<file path="src/rtl/uart_pkg.sv">
// Shared UART definitions: receiver state encoding and default frame timing,
// common to the receive and transmit paths.
package uart_pkg;

  localparam int CLKS_PER_BIT_DEF = 87;
  localparam int DATA_BITS_DEF    = 8;

  typedef enum logic [2:0] {
    IDLE,
    START,
    DATA,
    STOP,
    BREAK
  } rx_state_t;

endpackage

</file>
<file path="src/rtl/uart_rx_if.sv">
// Received-byte handshake: one-entry valid/ready buffer from receiver to consumer.
interface uart_rx_if #(
  parameter int DATA_BITS = uart_pkg::DATA_BITS_DEF
);

  logic [DATA_BITS-1:0] rx_data;
  logic                 rx_valid;
  logic                 rx_ready;

  modport master (output rx_data, output rx_valid, input rx_ready);
  modport slave  (input rx_data, input rx_valid, output rx_ready);

endinterface

</file>
<file path="src/rtl/uart_rx_sync_2ff.sv">
// Generic two-flop synchronizer for asynchronous pad inputs.
module sync_2ff #(
  parameter int   WIDTH   = 1,
  parameter logic RST_VAL = 1'b1
) (
  input  logic             clk,
  input  logic             rst_n,
  input  logic [WIDTH-1:0] i_d,
  output logic [WIDTH-1:0] o_q
);

  logic [WIDTH-1:0] r_meta;
  logic [WIDTH-1:0] r_sync;

  always_ff @(posedge clk or negedge rst_n) begin
    if (!rst_n) begin
      r_meta <= {WIDTH{RST_VAL}};
      r_sync <= {WIDTH{RST_VAL}};
    end else begin
      r_meta <= i_d;
      r_sync <= r_meta;
    end
  end

  assign o_q = r_sync;

endmodule

</file>
<file path="src/rtl/uart_rx.sv">
// 8N1 UART receiver: mid-bit sampling FSM feeding a one-entry valid/ready
// output buffer, with framing-error and overrun pulses.
module uart_rx
  import uart_pkg::*;
#(
  parameter int CLKS_PER_BIT = CLKS_PER_BIT_DEF,
  parameter int DATA_BITS    = DATA_BITS_DEF
) (
  input  logic       clk,
  input  logic       rst_n,
  input  logic       rx_i,
  uart_rx_if.master  rx_bus,
  output logic       frame_err,
  output logic       overrun,
  output logic       busy
);

  localparam int CNT_W = $clog2(CLKS_PER_BIT);
  localparam int IDX_W = $clog2(DATA_BITS) + 1;
  localparam logic [CNT_W-1:0] HALF_LOAD = CNT_W'(CLKS_PER_BIT / 2 - 1);
  localparam logic [CNT_W-1:0] FULL_LOAD = CNT_W'(CLKS_PER_BIT - 1);
  localparam logic [IDX_W-1:0] LAST_IDX  = IDX_W'(DATA_BITS - 1);

  rx_state_t            r_state;
  logic [CNT_W-1:0]     r_cnt;
  logic [IDX_W-1:0]     r_idx;
  logic [DATA_BITS-1:0] r_shift;
  logic [DATA_BITS-1:0] r_data;
  logic                 r_valid;
  logic                 r_frame_err;
  logic                 r_overrun;

  logic w_rx_s;
  logic w_tick;
  logic w_stop_ok;
  logic w_stop_bad;
  logic w_can_load;

  sync_2ff #(.WIDTH(1), .RST_VAL(1'b1)) u_sync (
    .clk   (clk),
    .rst_n (rst_n),
    .i_d   (rx_i),
    .o_q   (w_rx_s)
  );

  assign w_tick     = (r_cnt == '0);
  assign w_stop_ok  = (r_state == STOP) && w_tick && w_rx_s;
  assign w_stop_bad = (r_state == STOP) && w_tick && !w_rx_s;
  assign w_can_load = !r_valid || rx_bus.rx_ready;

  always_ff @(posedge clk or negedge rst_n) begin
    if (!rst_n) begin
      r_state <= IDLE;
      r_cnt   <= '0;
      r_idx   <= '0;
      r_shift <= '0;
    end else begin
      case (r_state)
        IDLE: begin
          if (!w_rx_s) begin
            r_state <= START;
            r_cnt   <= HALF_LOAD;
          end
        end
        START: begin
          if (!w_tick) begin
            r_cnt <= r_cnt - 1'b1;
          end else if (!w_rx_s) begin
            r_state <= DATA;
            r_cnt   <= FULL_LOAD;
            r_idx   <= '0;
          end else begin
            r_state <= IDLE;
          end
        end
        DATA: begin
          if (!w_tick) begin
            r_cnt <= r_cnt - 1'b1;
          end else begin
            // Shifting in at the MSB leaves bit 0 holding the first data bit.
            r_shift <= {w_rx_s, r_shift[DATA_BITS-1:1]};
            r_cnt   <= FULL_LOAD;
            r_idx   <= r_idx + 1'b1;
            if (r_idx == LAST_IDX) r_state <= STOP;
          end
        end
        STOP: begin
          if (!w_tick)     r_cnt   <= r_cnt - 1'b1;
          else if (w_rx_s) r_state <= IDLE;
          else             r_state <= BREAK;
        end
        BREAK: begin
          if (w_rx_s) r_state <= IDLE;
        end
        default: r_state <= IDLE;
      endcase
    end
  end

  // Delivery and accept in the same cycle reload the buffer, so valid stays high.
  always_ff @(posedge clk or negedge rst_n) begin
    if (!rst_n) begin
      r_data      <= '0;
      r_valid     <= 1'b0;
      r_frame_err <= 1'b0;
      r_overrun   <= 1'b0;
    end else begin
      if (w_stop_ok && w_can_load) begin
        r_data  <= r_shift;
        r_valid <= 1'b1;
      end else if (r_valid && rx_bus.rx_ready) begin
        r_valid <= 1'b0;
      end
      r_overrun   <= w_stop_ok && !w_can_load;
      r_frame_err <= w_stop_bad;
    end
  end

  assign rx_bus.rx_data  = r_data;
  assign rx_bus.rx_valid = r_valid;
  assign frame_err       = r_frame_err;
  assign overrun         = r_overrun;
  assign busy            = (r_state != IDLE);

endmodule

</file>
<file path="src/flat_wrapper.sv">
// flat-port wrapper written by rule: the top's interface ports become plain ports
module uart_rx_flat import uart_pkg::*;
#(
  parameter int CLKS_PER_BIT = CLKS_PER_BIT_DEF,
  parameter int DATA_BITS    = DATA_BITS_DEF
)
  (clk, rst_n, rx_i, frame_err, overrun, busy, rx_bus_rx_data, rx_bus_rx_valid, rx_bus_rx_ready);
  uart_rx_if #(.DATA_BITS(DATA_BITS)) rx_bus_i ();
  input  logic clk;
  input  logic rst_n;
  input  logic rx_i;
  output logic frame_err;
  output logic overrun;
  output logic busy;
  output wire logic [$bits(rx_bus_i.rx_data)-1:0] rx_bus_rx_data;
  output wire logic [$bits(rx_bus_i.rx_valid)-1:0] rx_bus_rx_valid;
  input wire logic [$bits(rx_bus_i.rx_ready)-1:0] rx_bus_rx_ready;
  assign rx_bus_rx_data = rx_bus_i.rx_data;
  assign rx_bus_rx_valid = rx_bus_i.rx_valid;
  assign rx_bus_i.rx_ready = rx_bus_rx_ready;
  uart_rx #(.CLKS_PER_BIT(CLKS_PER_BIT), .DATA_BITS(DATA_BITS)) u_core (.clk(clk), .rst_n(rst_n), .rx_i(rx_i), .rx_bus(rx_bus_i), .frame_err(frame_err), .overrun(overrun), .busy(busy));
endmodule
</file>
<file path="config.mk">
export PLATFORM = sky130hd
export DESIGN_NAME = uart_rx_flat
export DESIGN_NICKNAME = d
export VERILOG_FILES = /design/src/rtl/uart_pkg.sv /design/src/rtl/uart_rx_if.sv /design/src/rtl/uart_rx_sync_2ff.sv /design/src/rtl/uart_rx.sv /design/src/flat_wrapper.sv
export SDC_FILE = /design/constraint.sdc
export NUM_CORES = 1
export LEC_CHECK = 0
export CAP_MARGIN = 20
export CELL_PAD_IN_SITES_DETAIL_PLACEMENT = 2
export CELL_PAD_IN_SITES_GLOBAL_PLACEMENT = 2
export CORE_UTILIZATION = 36
export CTS_CLUSTER_DIAMETER = 200
export CTS_CLUSTER_SIZE = 25
export DETAILED_ROUTE_END_ITERATION = 8
export PLACE_DENSITY = 0.8
export SYNTH_ARGS = -nofsm -noshare
export SYNTH_HDL_FRONTEND = slang
export SYNTH_HIERARCHICAL = 1
export SYNTH_SLANG_ARGS = --single-unit
</file>
<file path="constraint.sdc">
create_clock -name clk -period 2.2 [get_ports clk]
set_input_delay 0.44 -clock clk [delete_from_list [all_inputs] [get_ports clk]]
set_output_delay 0.44 -clock clk [all_outputs]
set_load 0.02 [all_outputs]
</file>
After elaboration in Yosys (flattened, before gate mapping)
Cells that the tools add are included. Widths: inputs -> output; s select.

Output and inout bits: 12. Bits of input ports: 4. Flip-flop bits (word level): 35. Logic and storage cells: 67.

Reduce and logical (&&, ||, !) cells: 20. Muxes and demuxes: 21. Eq/ne operators: 14. Add/sub/neg operators: 2.

Operators with widths (number): $mux 7 (5); $pmux 7 s4 (1); $mux 3 (7); $pmux 3 s5 (1); $mux 4 (3); $ne 2x1->1 const B (4); $ne 2x2->1 const B (4); $pmux 4 s2 (1); $reduce_and 4->1 (2); $logic_not 7->1 (1); $sub 7x1->7 const B (1); $eq 3x2->1 const B (2); $logic_and 1x1->1 (6); $reduce_and 6->1 (1); $add 4x1->4 const B (1); $eq 4x3->1 const B (1); $reduce_bool 2->1 (2); $reduce_bool 4->1 (1); $eq 3x1->1 const B (1); $eq 3x3->1 const B (1); $logic_not 1->1 (3); $logic_not 3->1 (1); $ne 3x3->1 const B (1); $reduce_bool 3->1 (1); other kinds (4) (5).

Longest topological paths before layout
Depth after elaboration: 5. Mapped depth: 7. Mapped depth without buffers: 6.

Cells and area by module
Netlist, hierarchy kept.

By module, submodules not included: uart_rx (area an instance 1591.5 um^2, seq. area each 825.8 um^2, cells an instance 156, instances 1); sync_2ff (area an instance 52.6 um^2, seq. area each 52.6 um^2, cells an instance 2, instances 1).

Worst setup path after synthesis
OpenSTA, ideal clock, no wires.

Path type: register -> register. Start point: reg u_core.r_cnt[0]. End point: reg u_core.r_idx[2]. Required time: 2082 ps. Period minus slack after synthesis: 1861 ps. Path buffers: 0. Library setup time: 118 ps. Path slack: 339 ps. Arrival: 1743 ps. Cell stages (with the launch flop): 7. Cell sequence: dfrtp_1 > inv_1 > ha_1 > or4b_4 > a2111o_1 > o21bai_1 > a21o_1.

Word-level cells in the longest chain between the ends: 3. Elaborated cells on any way between the ends: 4. Those cells by class: 2 x eq/ne; 2 x reduce/logical.

Ends and longest elaborated chain: from (decl) (RTL line uart_rx.sv:25) `logic [CNT_W-1:0] r_cnt;`; from (signal assigned) (RTL line uart_rx.sv:67) `r_cnt <= r_cnt - 1'b1;`; from (signal assigned) (RTL line uart_rx.sv:78) `r_cnt <= r_cnt - 1'b1;`; from (signal assigned) (RTL line uart_rx.sv:88) `if (!w_tick) r_cnt <= r_cnt - 1'b1;`; $logic_not 7->1 (*) (RTL line uart_rx.sv:46) `assign w_tick = (r_cnt == '0);`; $ne 2x1->1 (no source line); $reduce_and 4->1 (no source line) (*); to (signal assigned) (RTL line uart_rx.sv:83) `r_idx <= r_idx + 1'b1;`; to (decl) (RTL line uart_rx.sv:26) `logic [IDX_W-1:0] r_idx;`.

Mark *: on every way between the ends. The rest lies on a longest branch, timed or not. A chain may end at the register's enable or synchronous reset.

Final worst setup path
Start point: reg u_core.r_state[1]. End point: out busy.

Word-level cells in the longest chain between the ends: 1.

Ends and longest elaborated chain: from (decl) (RTL line uart_rx.sv:24) `rx_state_t r_state;`; from (signal assigned) (RTL line uart_rx.sv:53) `r_state <= IDLE;`; from (signal assigned) (RTL line uart_rx.sv:61) `r_state <= START;`; from (signal assigned) (RTL line uart_rx.sv:69) `r_state <= DATA;`; $reduce_bool 3->1 (RTL line uart_rx.sv:123) `assign busy = (r_state != IDLE);`; to (decl) (RTL line flat_wrapper.sv:14) `output logic busy;`.

Every way passes these cells.

==> out/results.txt <==
The run finished with clean final reports. Wires add up to 4090 um. Among all flip-flop cells after synthesis, the most frequent one is sky130_fd_sc_hd__dfrtp_1. The largest driver fanout on the critical path is 12, and the setup slack after placement is 0.167 ns. Max-cap violations in this run came to 0. At the end of the flow, the number of nets in the layout was 187. Pin placement for this block handled 16 I/O pins.

Of the cells placed in the final design, the portion with a size suffix greater than 1 is 13.3%. The arrival time at the worst endpoint is 1.67 ns. The worst setup path is launched from a flip-flop.

VDD sags by at most 0.442 mV. The standby leakage power was 0.917 nW; the iteration-0 DRC count of the detailed router was 44. Setup total negative slack on the finished layout was measured at 0 ns. The ratio of total power to cell area is 819 nW/um2, and the number of I/O port buffers is 15. Sequential elements use 53.4% of the synthesized area. The detail-routed via count per cell works out to 5.36. In this run, CTS created clock tree buffers numbering 5.

Height of the die: 69.6 um. The critical path starts at u_core/r_state[1]. The final route contains 1249 vias.

Leading cell type in the layout, fill and taps excluded: sky130_fd_sc_hd__dfrtp_1. Mean post-synth cell area: 10.4 um2. Buffers inserted to repair hold after CTS numbered 0. In the routed design, unresolved DRC markers number 0. Path type of the worst min-delay path: flip-flop to flip-flop.

Entering global routing, the biggest net connects 36 pins. The cell count after synthesis came out at 158. CTS placed an instance of sky130_fd_sc_hd__clkbuf_8 at the clock tree root.

The placement row count was 24; the final critical delay including setup and external delays was 2.11 ns. TritonCTS built the clock tree. The die covers 4840 um2.

For the total inserted antenna cells, the log shows 0. The number of detailed-routing iterations run before antenna repair was 4. The logs give 0 for the number of buffers inserted by post-CTS setup repair and 67.0% for the normalized max-slew margin. The final critical path takes up 96.0% of the cycle. The start point of the worst hold path is u_core/u_sync/r_meta. Relative to the synthesized area, the layout overhead comes to 19.9%. The run gives 0 as the aggregate global routing overflow.

The total clock sinks is 35. The tools report the detailed-placement wirelength estimate as 2910 um. The wire length of the first global-routing pass came out at 7230 um. Critical path endpoint category: an output pin. The worst register-to-register path begins at u_core/r_cnt[0].

The number of endpoints with negative hold slack in the final report was 0. The max-slew violation total from the final report is 0. Setup violations remaining at the end of the flow were counted as 0. In the final routed layout, each cell accounts on average for 17.6 um.

The area of the placeable core was 4380 um2. The tools report the number of antenna violations at the first check in global routing as 0. The number of warnings reported in the yosys synthesis log was 6; the post-synth net total was 165. The timing-limited maximum frequency was 0.474 GHz.

In the post-route analysis, the smallest setup slack over all paths is 0.0883 ns. The placer's final routability congestion estimate was 0.813; the width of the chip was 69.6 um. Number of routed nets with antenna violations: 0.

Effective utilization at floorplan: 37.5%. For this run, asynchronously set or reset flops after synthesis account for 100%. In the layout the commonest cells are sky130_fd_sc_hd__dfrtp_1 (32), sky130_fd_sc_hd__nand2_1 (28), sky130_fd_sc_hd__clkdlybuf4s50_1 (15), sky130_fd_sc_hd__nor2_1 (8), sky130_fd_sc_hd__mux2_1 (8).

At the pin with the least slew margin, the transition time is 0.491 ns. The run gives 2 as the maximum buffer depth of the clock tree. H-tree level count: 2. For the unique cell type count in the Yosys netlist, the log shows 45. The clock arrives with 0.00888 ns of skew. The register clock-pin slew on the reported worst setup and hold paths was 0.07 ns.

Hold timing on the final database bottoms out at a slack of 0.360 ns. The number of enable flip-flop cells after synthesis works out to 0. The setup path with the least slack is of type flip-flop to output pin. The clock latency on the worst-skew pair came out at 0.29 ns. For the number of global-route vias before repair, the log shows 1421. Synthesis inferred 35 register bits. Summing every instance area after synthesis gives 1640 um2. Setup repair after global routing left no endpoint under its margin. Across every metal layer, demand over resource in global routing totals 19.2%.

Critical path data required time: 1.76 ns.
-- synthesized netlist by cell type (2+ instances only) --
cell	number	area share, %
sky130_fd_sc_hd__nor2_1	8	1.8
sky130_fd_sc_hd__dfstp_2	2	3.2
sky130_fd_sc_hd__a21oi_1	5	1.5
sky130_fd_sc_hd__nand2b_1	2	0.76
sky130_fd_sc_hd__nor2b_1	2	0.76
sky130_fd_sc_hd__o21bai_1	3	1.4
sky130_fd_sc_hd__a31oi_1	2	0.76
sky130_fd_sc_hd__ha_1	3	2.3
sky130_fd_sc_hd__nand2_1	28	6.4
sky130_fd_sc_hd__nand3_1	5	1.5
sky130_fd_sc_hd__a21o_1	2	0.91
sky130_fd_sc_hd__nor3_1	3	0.91
sky130_fd_sc_hd__o21ai_1	4	1.2
sky130_fd_sc_hd__clkbuf_1	6	1.4
sky130_fd_sc_hd__dfrtp_1	33	50
sky130_fd_sc_hd__mux2_1	8	5.5
sky130_fd_sc_hd__nor3b_1	2	0.91
sky130_fd_sc_hd__a211oi_1	3	1.4
sky130_fd_sc_hd__inv_1	7	1.6
sky130_fd_sc_hd__o21ai_0	3	0.91
sky130_fd_sc_hd__or3_1	3	1.1
-- worst max-delay path, cell delays in order, from the launching register on --
cell and delay [ns]:
sky130_fd_sc_hd__dfrtp_2 0.49, sky130_fd_sc_hd__or3_1 0.36, sky130_fd_sc_hd__clkdlybuf4s50_1 0.54
-- cell type report --
| class | count | area, um2 |
|---|---|---|
| Clock buffer | 6 | 72.6 |
| Inverter | 7 | 26.3 |
| Clock inverter | 2 | 12.5 |
| Timing Repair Buffer | 22 | 203 |
| Fill cell | 470 | 2410 |
| Sequential cell | 35 | 880 |
| Multi-Input combinational cell | 109 | 712 |
| Tap cell | 52 | 65.1 |
-- per-layer routing --
layer  GRT usage (%)  wire [um]  part of all wire (%)  up-vias
met5               0          0                     0        -
met4            5.44         35                  0.86        0
met3            4.65         89                   2.2        4
met2            31.9       2090                    51       14
met1            24.9       1880                    46      639
li1                -          -                     -      592
-- cell families (layout without fill, tap and decap cells) --
logic type | count (synthesis) | in the layout | synth area share [%]
simple gates | 65 | 65 | 21.2
flops | 35 | 35 | 53.4
compound gates | 30 | 30 | 12.5
buf+inv | 14 | 37 | 3.27
mux | 10 | 10 | 6.77
fa+ha+maj | 3 | 3 | 2.28
xor+xnor | 1 | 1 | 0.533
-- path summary, 6_finish.rpt --
check | endpoint | slack [ns] | depth (start not counted)
min in group asynchronous | u_core/r_cnt[4] | 0.57 | 2
hold / removal | u_core/u_sync/o_q | 0.36 | 0
max in group asynchronous | u_core/r_state[1] | 1.29 | 2
setup / recovery | busy | 0.09 | 2
hold reg to reg | u_core/u_sync/o_q | 0.36 | 0
setup reg to reg | u_core/r_idx[2] | 0.15 | 6
-- where the power goes --
group / total [mW] / switching [mW] / internal, mW
combinational: 0.375 / 0.214 / 0.160
clock: 0.451 / 0.230 / 0.221
sequential: 0.790 / 0.0801 / 0.709
-- sequential cells by signal (all words and copies together) (netlist names) --
name and count:
u_core/overrun 1, u_core/r_shift 8, u_core/r_idx 4, u_core/u_sync/r_meta 1, u_core/rx_bus.rx_valid 1, u_core/r_cnt 7
u_core/frame_err 1, u_core/u_sync/o_q 1, u_core/r_state 3, u_core/rx_bus.rx_data 8
-- per-stage QoR --
| step | utilization, % | power [mW] | instances | instance area (um2) |
|---|---|---|---|---|
| floorplan | - | 1.04 | 158 | 1640 |
| global placement | 43.0 | 1.14 | 225 | 1880 |
| detailed placement | 43.0 | 1.18 | 225 | 1880 |
| CTS | 44.9 | 1.64 | 233 | 1970 |
| global route | 44.9 | 1.72 | 233 | 1970 |
| finish | 44.9 | 1.61 | 233 | 1970 |
-- repair_timing --
action,4_1_cts,5_1_grt
endpoints found under the hold margin,0,0
gates resized for setup,0,1
endpoints found under the setup margin,0,1
Power figures use the tool's default switching activity.
